File: src/rtl/laser_host.sv
// Host-side driver/checker for the LASER engine: loads a 40-point set, resets the engine,
// streams points on x/y, waits for done, captures the circle centres and scores coverage.
module laser_host #(
  parameter int NPTS       = 40,
  parameter int RST_CYCLES = 2,
  parameter int TIMEOUT    = 4096,
  parameter int RADIUS_SQ  = 16
) (
  input  logic       clk,
  input  logic       rst_n,
  input  logic       ld_en,
  input  logic [5:0] ld_addr,
  input  logic [3:0] ld_x,
  input  logic [3:0] ld_y,
  input  logic       start,
  output logic       dut_rst,
  output logic [3:0] x,
  output logic [3:0] y,
  input  logic       dut_done,
  input  logic [3:0] dut_c1x,
  input  logic [3:0] dut_c1y,
  input  logic [3:0] dut_c2x,
  input  logic [3:0] dut_c2y,
  output logic       busy,
  output logic       result_valid,
  output logic       timed_out,
  output logic [5:0] score,
  output logic [3:0] r_c1x,
  output logic [3:0] r_c1y,
  output logic [3:0] r_c2x,
  output logic [3:0] r_c2y
);

  typedef enum logic [2:0] {
    S_IDLE, S_DUT_RESET, S_STREAM, S_WAIT, S_SCORE, S_REPORT
  } state_t;

  localparam logic [5:0]  RST_LAST  = 6'(RST_CYCLES - 1);
  localparam logic [5:0]  PT_LAST   = 6'(NPTS - 1);
  localparam logic [5:0]  PT_COUNT  = 6'(NPTS);
  localparam logic [11:0] WAIT_LAST = 12'(TIMEOUT - 1);
  localparam logic [8:0]  RAD_SQ    = 9'(RADIUS_SQ);

  state_t      state, state_nxt;
  logic [5:0]  idx;
  logic [5:0]  idx_inc;
  logic [11:0] wcnt;
  logic [5:0]  acc;
  logic        cov;
  logic [3:0]  px [NPTS];
  logic [3:0]  py [NPTS];

  function automatic logic in_circle(input logic [3:0] ax, input logic [3:0] ay,
                                     input logic [3:0] cx, input logic [3:0] cy);
    logic [3:0] dx, dy;
    logic [7:0] sx, sy;
    logic [8:0] d2;
    dx = (ax >= cx) ? ax - cx : cx - ax;
    dy = (ay >= cy) ? ay - cy : cy - ay;
    sx = {4'd0, dx} * {4'd0, dx};
    sy = {4'd0, dy} * {4'd0, dy};
    d2 = {1'b0, sx} + {1'b0, sy};
    return d2 <= RAD_SQ;
  endfunction

  assign idx_inc = idx + 6'd1;
  assign cov = in_circle(px[idx], py[idx], r_c1x, r_c1y) |
               in_circle(px[idx], py[idx], r_c2x, r_c2y);

  // Point buffer is deliberately outside the reset domain so a reset keeps the loaded job.
  always_ff @(posedge clk) begin
    if (state == S_IDLE && ld_en && ld_addr < PT_COUNT) begin
      px[ld_addr] <= ld_x;
      py[ld_addr] <= ld_y;
    end
  end

  always_ff @(posedge clk or negedge rst_n) begin
    if (!rst_n) state <= S_IDLE;
    else        state <= state_nxt;
  end

  always_comb begin
    state_nxt = state;
    case (state)
      S_IDLE:      if (start) state_nxt = S_DUT_RESET;
      S_DUT_RESET: if (idx == RST_LAST) state_nxt = S_STREAM;
      S_STREAM:    if (idx == PT_LAST) state_nxt = S_WAIT;
      S_WAIT: begin
        if (dut_done)                state_nxt = S_SCORE;
        else if (wcnt == WAIT_LAST)  state_nxt = S_REPORT;
      end
      S_SCORE:     if (idx == PT_LAST) state_nxt = S_REPORT;
      S_REPORT:    state_nxt = S_IDLE;
      default:     state_nxt = S_IDLE;
    endcase
  end

  always_ff @(posedge clk or negedge rst_n) begin
    if (!rst_n) begin
      idx          <= '0;
      wcnt         <= '0;
      acc          <= '0;
      dut_rst      <= 1'b1;
      x            <= '0;
      y            <= '0;
      busy         <= 1'b0;
      result_valid <= 1'b0;
      timed_out    <= 1'b0;
      score        <= '0;
      r_c1x        <= '0;
      r_c1y        <= '0;
      r_c2x        <= '0;
      r_c2y        <= '0;
    end else begin
      case (state)
        S_IDLE: begin
          idx <= '0;
          if (start) begin
            busy         <= 1'b1;
            result_valid <= 1'b0;
            timed_out    <= 1'b0;
            score        <= '0;
            r_c1x        <= '0;
            r_c1y        <= '0;
            r_c2x        <= '0;
            r_c2y        <= '0;
          end
        end
        S_DUT_RESET: begin
          if (idx == RST_LAST) begin
            idx     <= '0;
            dut_rst <= 1'b0;
            x       <= px[0];
            y       <= py[0];
          end else begin
            idx <= idx_inc;
          end
        end
        // x/y are registered one index ahead so cycle k of the stream carries point k.
        S_STREAM: begin
          if (idx == PT_LAST) begin
            wcnt <= '0;
          end else begin
            idx <= idx_inc;
            x   <= px[idx_inc];
            y   <= py[idx_inc];
          end
        end
        S_WAIT: begin
          if (dut_done) begin
            r_c1x <= dut_c1x;
            r_c1y <= dut_c1y;
            r_c2x <= dut_c2x;
            r_c2y <= dut_c2y;
            idx   <= '0;
            acc   <= '0;
          end else if (wcnt == WAIT_LAST) begin
            timed_out    <= 1'b1;
            score        <= '0;
            r_c1x        <= '0;
            r_c1y        <= '0;
            r_c2x        <= '0;
            r_c2y        <= '0;
            result_valid <= 1'b1;
            busy         <= 1'b0;
          end else begin
            wcnt <= wcnt + 12'd1;
          end
        end
        S_SCORE: begin
          acc <= acc + {5'd0, cov};
          idx <= idx_inc;
          if (idx == PT_LAST) begin
            score        <= acc + {5'd0, cov};
            result_valid <= 1'b1;
            busy         <= 1'b0;
          end
        end
        S_REPORT: begin
          dut_rst <= 1'b1;
        end
        default: begin
          dut_rst <= 1'b1;
        end
      endcase
    end
  end

endmodule

File: config.mk
export PLATFORM = sky130hd
export DESIGN_NAME = laser_host
export DESIGN_NICKNAME = d
export VERILOG_FILES = /design/src/rtl/laser_host.sv
export SDC_FILE = /design/constraint.sdc
export NUM_CORES = 1
export LEC_CHECK = 0
export ABC_AREA = 1
export BUFFER_PORTS_ARGS = -buffer_cell sky130_fd_sc_hd__buf_2
export CORE_MARGIN = 1.5
export CORE_UTILIZATION = 45
export CTS_CLUSTER_DIAMETER = 80
export DETAILED_ROUTE_END_ITERATION = 6
export GPL_ROUTABILITY_DRIVEN = 0
export MAX_ROUTING_LAYER = met4
export PLACE_DENSITY = 0.59
export SYNTH_ARGS = -nofsm -noshare
export SYNTH_HDL_FRONTEND = slang
export SYNTH_SLANG_ARGS = --single-unit
File: constraint.sdc
create_clock -name clk -period 15.2 [get_ports clk]
set_clock_uncertainty 0.05 [all_clocks]
set_input_delay 1.52 -clock clk [delete_from_list [all_inputs] [get_ports clk]]
set_output_delay 1.52 -clock clk [all_outputs]
set_load 0.1 [all_outputs]
======== Word level (Yosys, flattened, before mapping) ========
Memories as Yosys holds them, arrays and structs flattened.
Cells that the tools add are included.
operators by class
  add/sub/neg operators ................... 13
  multipliers ............................. 4
  divide/modulo/power cells ............... 0
  order comparisons ....................... 7
  eq/ne operators ......................... 17
  shift operators ......................... 0
  multiplexer cells ....................... 56
  bitwise gates (word level) .............. 2
  reductions and logical operators ........ 19
operators by type and width
  kind                     count
  $mux W4                  14
  $pmux W4 S2              6
  $mux W6                  7
  $mux W12                 3
  $mul A4 B4 Y8            4
  $sub A4 B4 Y4            8
  $pmux W6 S5              1
  $pmux W12 S2             1
  $add A8 B8 Y9            2
  $le A9 B5 Y1 const B     2
  $mux W3                  6
  $ne A2 B2 Y1 const B     9
  $pmux W6 S3              1
  $ge A4 B4 Y1             4
  $pmux W3 S5              1
  $add A12 B1 Y12 const B  1
  $eq A12 B12 Y1 const B   1
  $pmux W6 S2              1
  $mux W1                  11
  $reduce_and A5 Y1        2
  $reduce_and A3 Y1        3
  $reduce_and A4 Y1        2
  $reduce_bool A2 Y1       4
  $add A6 B1 Y6            1
  other kinds (18)         23
word-level totals
  bits in registers ....................... 61
  bits in latches ......................... 0
  bits in writable memories ............... 320
  bits in read-only memories .............. 0
  input bits .............................. 35
  output and inout bits ................... 34
  logic and storage cells ................. 135
  memories ................................ 2
memories
  name  depth  bits a word  rd ports  clocked after memory_dff  write ports  RTL line  source
  px    40     4            3         0                         1            50        logic [3:0] px [NPTS];
  py    40     4            3         0                         1            51        logic [3:0] py [NPTS];

======== Depth between registers and ports, before layout ========
Gate-level depths: netlist of run 1.
An unclocked memory read counts as a cell.
  word-level depth ........................ 10
  mapped depth ............................ 48
  mapped depth without buffers ............ 45

======== Least setup slack after synthesis of run 1 ========
OpenSTA, ideal clock, no wires.
  path type ............................... register to register
  start point ............................. reg idx[0]
  end point ............................... reg score[5]
  library setup time ...................... 0.076 ns
  arrival ................................. 7.052 ns
  required time ........................... 15.074 ns
  path slack .............................. 8.022 ns
  stages on the path, launching flop included .. 44
  path buffers ............................ 3
  period minus slack after synthesis ...... 7.178 ns
  cells stage by stage .................... dfrtp_1 > buf_6 > inv_4 > buf_6 > clkbuf_1 > a21oi_1 > o21ai_0 > nand3_1 > nand3_1 > nand3_1 > inv_1 > ha_1 > inv_1 > fa_1 > nand2_1 > inv_1 > nor2_1 > o21ai_0 > [... 8 more ...] > fa_1 > inv_1 > fa_1 > ha_1 > inv_1 > fa_1 > xor2_1 > o21ai_0 > a221oi_1 > nand4_1 > nand2_1 > ha_1 > nand3_1 > nor2_1 > inv_1 > o21ai_0 > nand3_1 > o21ai_1
on the way
  cells in the longest elaborated chain, start to end .. 10
  elaborated cells between the ends (all ways) .. 33
  those cells by class .................... 11 x add/sub; 4 x mul; 6 x order compare; 2 x eq/ne; 6 x mux; 1 x bitwise; 1 x reduce/logical; 2 x memory
RTL lines
  what                                   RTL line  source
  start, declared                        45        logic [5:0] idx;
  start signal, assigned                 137       idx <= idx_inc;
  start signal, assigned                 145       idx <= idx_inc;
  start signal, assigned                 173       idx <= idx_inc;
  $mem_v2 Z40 W4 (on tied branches)      n/a
  $sub A4 B4 Y4 (tied with other cells)  58        dx = (ax >= cx) ? ax - cx : cx - ax;
  $mux W4 (on tied branches)             58, 59
  $mul A4 B4 Y8 (on tied branches)       60, 61
  $add A8 B8 Y9                          62        d2 = {1'b0, sx} + {1'b0, sy};
  $le A9 B5 Y1                           63        return d2 <= RAD_SQ;
  $or A1 B1 Y1                           67        assign cov = in_circle(px[idx], py[idx], r_c1x, r_c1y) |
  $add A6 B1 Y6                          175       score <= acc + {5'd0, cov};
  $mux W6                                174       if (idx == PT_LAST) begin
  $pmux W6 S3                            116       case (state)
  end signal, assigned                   175
  end, declared                          27        output logic [5:0] score,
Several ways; a longest one is shown, not always the timed one. The select of a mux whose other input is x is not followed.
A chain may end at the register's enable or synchronous reset.

======== Worst setup path after layout of run 1 ========
Ends and elaborated chain as after synthesis.

==> metrics.yaml, run 1 <==
status: "finished clean"
synthesis.nets: 2662
syn_to_final_growth_pct: 8.85
initial_core_util_pct: 45.7
cpPeakStageDelay_ns: 0.66
finalSetupViolations: 0
die_area_um2: 50000
core_area_um2: 47800
regArea_um2: 11100
ys_async_sr_fraction_pct: 16.0
die_w_um: 224
die_h_um: 224
synthFlopType: "edfxtp_1"
crit_required_ns: 15.63
min_path_type: "register to register"
clock-sinks: 381
num_vias: 17973
cp-start-kind: "register"
postCtsSetupBuffers: 0
worst_path_most_repeated_cell: "inv_1"
grt_overflow: 0
fin_crit_ns: 10.10
crit_type: "register to register"
min_path_cells: 2
cp-end-kind: "register"
ys_seq_elements: 381
rr_worst_depth: 44
cap_violations: 0
grt_pass1_vias: 16930
r2r_end: "score[5]"
multi_input_area_um2: 8820
antenna_found_initial: 0
ys_types: 46
ios: 69
synth_top_area_share_pct: 43.9
syn_area_um2: 21900
fillers: 4524
nets: 2660
slew-limit-headroom_pct: 26.5
r2r_slack_ns: 5.10
hpwl_um: 41500
cp_slowest_cell: "buf_4"
wl_um: 63300
clock.fmax_ghz: 0.0990
hold_viol_final: 0
drv_slew: 0
first_iter_violations: 1665
rsz0062_at_grt: "no"
grt_pass1_wl_um: 97400
wl_per_cell_um: 19.9
yosysSeqAreaShare_pct: 50.9
cts-buffers-inserted: 43
synthTopCellsByCount: "514 x nand2_1, 336 x inv_1, 320 x edfxtp_1"
row_count: 80
finalSetupTns_ns: 0
drtPass1Iterations: 6
synth-edff-count: 320
avgViaCountPerCell: 5.66
cts.path.max_buffers: 3
htreeDepth: 2
yosys.area.top_type: "edfxtp_1"
yosys_warnings: 0
cts_tree: "built"
antenna_cells: 0
cp_data_arrival_time_ns: 10.54
drive_gt1_share_pct: 7.03
synth.most_common_cell: "nand2_1"
crit_start: "idx[0]"
hold_buffers: 0
path_max_fanout: 120
tightestPinTransition_ns: 1.10
worstReg2RegStart: "idx[0]"
ys_top_cells_by_area: "edfxtp_1 44%, nand2_1 8.8%, nand3_1 7.3%, dfrtp_1 6.9%, o21ai_0 6.0%"
clk_pin_slew_ns: 0.06
fin_crit_sh_pct: 66.5
synth.avg_cell_area_um2: 8.65
grt_max_degree: 121
clockRootBuffer: "clkbuf_16"
cts_resized: 0
io_buffers: 68
drc: 0
grt_usage_pct: 26.2
ant_nets: 0
syn-instance-count: 2530
critPathCapture: "score[5]"
clock_latency_ns: 0.56
-- kinds of logic (layout without fill, tap and decap cells) --
group,Yosys count,after routing,synth area share (%)
simple gates,1008,1008,19.5
flops,381,381,50.9
buf+inv,483,514,9.00
fa+ha+maj,97,97,6.57
xor+xnor,23,23,1.07
compound gates,538,538,13.0
-- placed cells by master, fill, tap and decap left out, types with 58 or more instances in the layout --
cell type,count
nand2_1,514
inv_1,336
edfxtp_1,320
nand3_1,319
o21ai_0,263
a21oi_1,185
nor2_1,146
buf_2,68
ha_1,66
dfrtp_1,58
-- metrics by stage --
stage / worst slack (ns) / instance area, µm² / util, % / hold slack [ns] / std cells
2_1_floorplan: 8.02 / 21900 / - / 0.428 / 2530
3_3_place_gp: 5.60 / 22500 / 47.1 / 0.410 / 3098
3_5_place_dp: 5.25 / 22500 / 47.1 / 0.410 / 3098
4_1_cts: 5.23 / 23800 / 49.8 / 0.431 / 3176
5_1_grt: 4.29 / 23800 / 49.8 / 0.466 / 3176
6_report: 5.10 / 23800 / 49.8 / 0.426 / 3176
-- per-layer routing --
metal / vias up / track usage, % / wire length, µm
met1: 8632 / 34.6 / 27100
met4: 0 / 8.74 / 1760
li1: 8507 / - / -
met2: 715 / 41.6 / 29500
met5: - / - / 0
met3: 119 / 3.63 / 4970
-- sequential cells by signal (all words and copies together) (netlist names) --
name / flops
busy: 1
score: 6
idx: 6
acc: 6
r_c2x: 4
state: 3
r_c1x: 4
px: 160
py: 160
r_c2y: 4
y: 4
result_valid: 1
r_c1y: 4
wcnt: 12
timed_out: 1
x: 4
dut_rst: 1
-- area by class of cell --
class / instances / share of cell area (%)
flip-flops and latches: 381 / 46.8
multi-input cells: 1666 / 37.0
inverters: 350 / 5.54
clock buffers: 56 / 4.72
well taps: 615 / 3.23
repair buffers: 86 / 2.00
clock inverters: 22 / 0.720
-- how the worst min path moves through the flow --
stage                      start  endpoint  slack [ns]
after floorplan           acc[0]    acc[0]        0.43
after global placement      busy      busy        0.41
after detailed placement    y[2]      y[2]        0.41
after CTS                   x[1]      x[1]        0.43
after global routing        y[0]      y[0]        0.47
final                       x[3]      x[3]        0.43
-- critical path: cells and delay by family, from the launching register on --
kind,cells,cell delay (ns)
simple gates,15,1.98
flops,1,0.65
compound gates,8,1.26
buf+inv,12,2.58
fa+ha+maj,9,3.33
Power of run 1 is not shown: default switching activity piles up to over one toggle a cycle in this logic, so the estimate is an artifact.
==> run 2, diff against run 1 <==
--- a/config.mk
+++ b/config.mk
@@ -5,7 +5,7 @@
 export SDC_FILE = /design/constraint.sdc
 export NUM_CORES = 1
 export LEC_CHECK = 0
-export ABC_AREA = 1
+export ABC_AREA = 0
 export BUFFER_PORTS_ARGS = -buffer_cell sky130_fd_sc_hd__buf_2
 export CORE_MARGIN = 1.5
 export CORE_UTILIZATION = 45
@@ -13,7 +13,7 @@
 export DETAILED_ROUTE_END_ITERATION = 6
 export GPL_ROUTABILITY_DRIVEN = 0
 export MAX_ROUTING_LAYER = met4
-export PLACE_DENSITY = 0.59
+export PLACE_DENSITY = 0.61
 export SYNTH_ARGS = -nofsm -noshare
 export SYNTH_HDL_FRONTEND = slang
 export SYNTH_SLANG_ARGS = --single-unit
==> constraint.sdc (replaced) <==
create_clock -name clk -period 8.94 [get_ports clk]
set_clock_uncertainty 0.05 [all_clocks]
set_input_delay 0.894 -clock clk [delete_from_list [all_inputs] [get_ports clk]]
set_output_delay 0.894 -clock clk [all_outputs]
set_load 0.1 [all_outputs]
==> metrics.yaml, run 2 <==
status: "finished clean"
hold_viol_final: 0
synth.most_common_cell: "edfxtp_1"
grt_overflow: 0
ys_top_cells_by_area: "edfxtp_1 47%, mux4_2 16%, dfrtp_1 7.3%, ha_1 4.1%, fa_1 2.9%"
die_area_um2: 46700
grt_max_degree: 62
finalSetupTns_ns: 0
clock.fmax_ghz: 0.116
cts.path.max_buffers: 3
layout_common_cells: "320 x edfxtp_1, 149 x nand2_1, 143 x mux4_2"
synthTopCellsByCount: "320 x edfxtp_1, 149 x nand2_1, 143 x mux4_2"
syn_to_final_growth_pct: 13.9
final_common_cell: "edfxtp_1"
first_iter_violations: 1250
nets: 1637
worst_path_most_repeated_cell: "fa_1"
tightestPinTransition_ns: 1.13
r2r_end: "acc[4]"
ys_async_sr_fraction_pct: 16.0
cap_violations: 0
drtPass1Iterations: 5
avgViaCountPerCell: 6.10
min_path_cells: 2
top_regs: "px (160), py (160), wcnt (12)"
finalSetupViolations: 0
yosys_warnings: 0
rr_worst_depth: 29
grt_usage_pct: 23.7
crit_type: "register to register"
cp-end-kind: "register"
synth.avg_cell_area_um2: 14.5
ys_types: 66
clk_pin_slew_ns: 0.06
cp-start-kind: "register"
synth_top_area_share_pct: 47.0
yosys.area.top_type: "edfxtp_1"
io_buffers: 68
ios: 69
synth-edff-count: 320
hp-start: "score[1]"
syn_area_um2: 20500
cts-buffers-inserted: 43
die_w_um: 216
drive_gt1_share_pct: 24.8
synthesis.nets: 1547
core_area_um2: 44500
cp_slowest_cell: "mux4_2"
drc: 0
synthFlopType: "edfxtp_1"
drv_slew: 0
grt_pass1_vias: 12950
cpPeakStageDelay_ns: 0.54
fin_crit_ns: 8.59
row_count: 77
grt_pass1_wl_um: 79900
cp_data_arrival_time_ns: 8.99
path_max_fanout: 14
num_vias: 13023
clock_latency_ns: 0.58
worstReg2RegStart: "idx[1]"
initial_core_util_pct: 46.0
yosysSeqAreaShare_pct: 54.4
ant_nets: 0
crit_required_ns: 9.34
whs_endpoint: "score[1]"
fin_crit_sh_pct: 96.0
cts_tree: "built"
slew-limit-headroom_pct: 24.6
die_h_um: 216
r2r_slack_ns: 0.35
wl_um: 53200
wl_per_cell_um: 24.9
clock-sinks: 381
min_path_type: "register to register"
clockRootBuffer: "clkbuf_16"
antenna_found_initial: 3
ys_seq_elements: 381
syn-instance-count: 1415
hpwl_um: 36100
htreeDepth: 2
==> run 2: changes by cell type in the layout (fill, tap and decap cells not counted), sizes merged, moves of 61 or more <==
cell / previous run / this run
nand2: 516 / 149
inv: 351 / 81
nand3: 320 / 55
o21ai: 294 / 41
a21oi: 185 / 29
mux4: 0 / 154
nor2: 151 / 90
==> run 2: routing by layer <==
layer | global-route usage, % | up-vias | routed length [µm]
met5 | - | - | 0
met4 | 8.22 | 0 | 1570
met3 | 3.89 | 89 | 3730
met2 | 37.3 | 564 | 26000
met1 | 31.5 | 6701 | 21900
li1 | - | 5669 | -
==> run 2: stage by stage <==
step / utilization [%] / instances / hold slack [ns] / worst slack, ns / instance area [µm²]
3_5_place_dp: 48.4 / 2037 / 0.419 / -0.00686 / 21500
3_3_place_gp: 48.4 / 2037 / 0.408 / 0.193 / 21500
4_1_cts: 51.7 / 2116 / 0.432 / 0.0781 / 23000
2_1_floorplan: - / 1415 / 0.402 / 0.672 / 20500
5_1_grt: 52.3 / 2134 / 0.460 / -0.0233 / 23300
6_report: 52.3 / 2134 / 0.426 / 0.353 / 23300
==> run 2: final cells by class <==
class	count	area (µm²)
Antenna cell	3	7.51
Clock buffer	54	1130
Clock inverter	25	354
Fill cell	3726	21200
Inverter	78	293
Multi-Input combinational cell	883	8760
Sequential cell	381	11100
Tap cell	592	741
Timing Repair Buffer	118	862
==> run 2: cell families after synthesis <==
logic type	synth area share (%)
AOI/OAI and AO/OA	6.81
xor gates and xnor gates	1.20
adders and majority gates	7.03
buffers and inverters	3.32
DFF	54.4
muxes	18.7
and+or+nand+nor	8.51
==> run 2: worst max path at each step <==
stage,to,cells after the start,slack (ns),start
4_1_cts,acc[4],32,0.08,idx[1]
3_3_place_gp,acc[4],29,0.19,idx[1]
5_1_grt,acc[4],29,-0.02,idx[1]
2_1_floorplan,score[5],29,0.67,idx[0]
3_5_place_dp,acc[4],29,-0.007,idx[1]
6_report,acc[4],29,0.35,idx[1]
==> run 2: critical path, delay by kind of cell, from the launching register on <==
| family | cells | cell delay [ns] |
|---|---|---|
| xor+xnor | 1 | 0.15 |
| fa+ha+maj | 9 | 3.59 |
| compound gates | 8 | 1.61 |
| buf+inv | 5 | 0.61 |
| mux | 3 | 1.30 |
| simple gates | 3 | 0.66 |
| flops | 1 | 0.45 |
==> run 2: what timing repair did <==
item,in CTS,in global routing
pin swaps,0,5
cloned,0,2
resized for setup,1,17
hold buffers,0,0
endpoints found under the setup margin,1,9
endpoints found under the hold margin,0,0
buffers inserted,0,13
Power of run 2 is left out for the same reason.
==> run 3, diff against run 2 <==
--- a/config.mk
+++ b/config.mk
@@ -13,7 +13,7 @@
 export DETAILED_ROUTE_END_ITERATION = 6
 export GPL_ROUTABILITY_DRIVEN = 0
 export MAX_ROUTING_LAYER = met4
-export PLACE_DENSITY = 0.61
+export PLACE_DENSITY = 0.65
 export SYNTH_ARGS = -nofsm -noshare
 export SYNTH_HDL_FRONTEND = slang
 export SYNTH_SLANG_ARGS = --single-unit
==> metrics.yaml, run 3 (synthesis gave the netlist of run 2 again) <==
status: "finished clean"
avgViaCountPerCell: 6.17
ant_nets: 0
wl_per_cell_um: 24.6
layout_common_cells: "320 x edfxtp_1, 149 x nand2_1, 143 x mux4_2"
cp_slowest_cell: "fa_1"
drc: 0
cpPeakStageDelay_ns: 0.58
r2r_end: "score[5]"
cts.path.max_buffers: 3
die_w_um: 216
clk_pin_slew_ns: 0.06
grt_overflow: 0
final_common_cell: "edfxtp_1"
ios: 69
rr_worst_depth: 29
grt_max_degree: 64
final_design_area_no_fill_um2: 23100
fin_util_pct: 51.9
top_regs: "px (160), py (160), wcnt (12)"
cts_tree: "built"
grt_usage_pct: 23.0
wl_um: 52000
tightestPinTransition_ns: 1.11
crit_required_ns: 9.40
drtPass1Iterations: 5
initial_core_util_pct: 46.0
pre_cts_ws_ns: 0.0849
clockRootBuffer: "clkbuf_16"
cp_data_arrival_time_ns: 9.14
cp-end-kind: "register"
min_path_type: "register to register"
first_iter_violations: 1377
drive_gt1_share_pct: 24.1
clock-sinks: 381
hold_viol_final: 0
finalSetupViolations: 0
num_vias: 13035
worst_path_most_repeated_cell: "fa_1"
io_buffers: 68
clock.fmax_ghz: 0.115
cts-buffers-inserted: 43
grt_pass1_wl_um: 78100
placed_area_um2: 21500
slew-limit-headroom_pct: 26.0
nets: 1620
syn_to_final_growth_pct: 13.0
fin_ws_ns: 0.260
grt_pass1_vias: 12813
worstReg2RegStart: "idx[1]"
path_max_fanout: 13
die_h_um: 216
core_area_um2: 44500
cp-start-kind: "register"
fin_crit_ns: 8.68
hpwl_um: 35300
row_count: 77
r2r_slack_ns: 0.26
crit_type: "register to register"
clock_latency_ns: 0.58
die_area_um2: 46700
min_path_cells: 1
drv_slew: 0
htreeDepth: 2
whs_endpoint: "busy"
antenna_found_initial: 2
fin_crit_sh_pct: 97.1
cap_violations: 0
hp-start: "busy"
-- run 3: cell types whose count changed in the layout (fill, tap and decap cells not counted), moves of 3 or more --
| cell | before | now |
|---|---|---|
| a21oi_1 | 21 | 24 |
| a21oi_2 | 7 | 2 |
| buf_4 | 39 | 23 |
| bufinv_16 | 7 | 4 |
| clkbuf_1 | 10 | 4 |
| clkinv_2 | 6 | 9 |
-- run 3: how the worst max path moves through the flow --
stage,slack [ns],start,cells past startpoint,endpoint
6_report,0.26,idx[1],29,score[5]
5_1_grt,-0.09,idx[1],29,score[5]
4_1_cts,0.05,idx[1],28,score[5]
3_5_place_dp,0.08,idx[1],28,score[5]
3_3_place_gp,0.25,idx[1],31,score[5]
2_1_floorplan,0.67,idx[0],29,score[5]
-- run 3: cell type report --
cell class	count	area (µm²)
fill	3685	21400
sequential	381	11100
multi-input combinational	883	8750
clock buffer	52	1180
tap	592	741
timing repair buffer	101	722
inverter	78	293
clock inverter	25	262
antenna	2	5.00
-- run 3: worst max-delay path: cells and delay by family (launching register included) --
| kind | cells | cell delay, ns |
|---|---|---|
| xor gates and xnor gates | 1 | 0.12 |
| AOI/OAI and AO/OA | 9 | 1.95 |
| adders and majority gates | 7 | 2.94 |
| buffers and inverters | 5 | 0.71 |
| DFF | 1 | 0.46 |
| and+or+nand+nor | 3 | 0.85 |
| muxes | 4 | 1.50 |
-- run 3: stage by stage --
stage	cells	TNS, ns	hold slack (ns)
after floorplan	1415	0	0.402
after global placement	2031	0	0.409
after detailed placement	2031	0	0.427
after CTS	2108	0	0.440
after global routing	2114	-0.215	0.456
final	2114	0	0.433
-- run 3: what timing repair did --
action	in CTS	in global routing
gates resized for setup	0	16
buffers inserted	0	2
hold buffers	0	0
setup endpoints to repair	0	8
-- run 3: metal layers --
| metal | global-route usage [%] | part of all wire, % | vias up |
|---|---|---|---|
| li1 | - | - | 5644 |
| met1 | 31.3 | 41 | 6685 |
| met2 | 35.3 | 48 | 603 |
| met3 | 3.96 | 8.3 | 103 |
| met4 | 7.99 | 3.1 | 0 |
| met5 | - | 0 | - |
Power of run 3 is left out for the same reason.
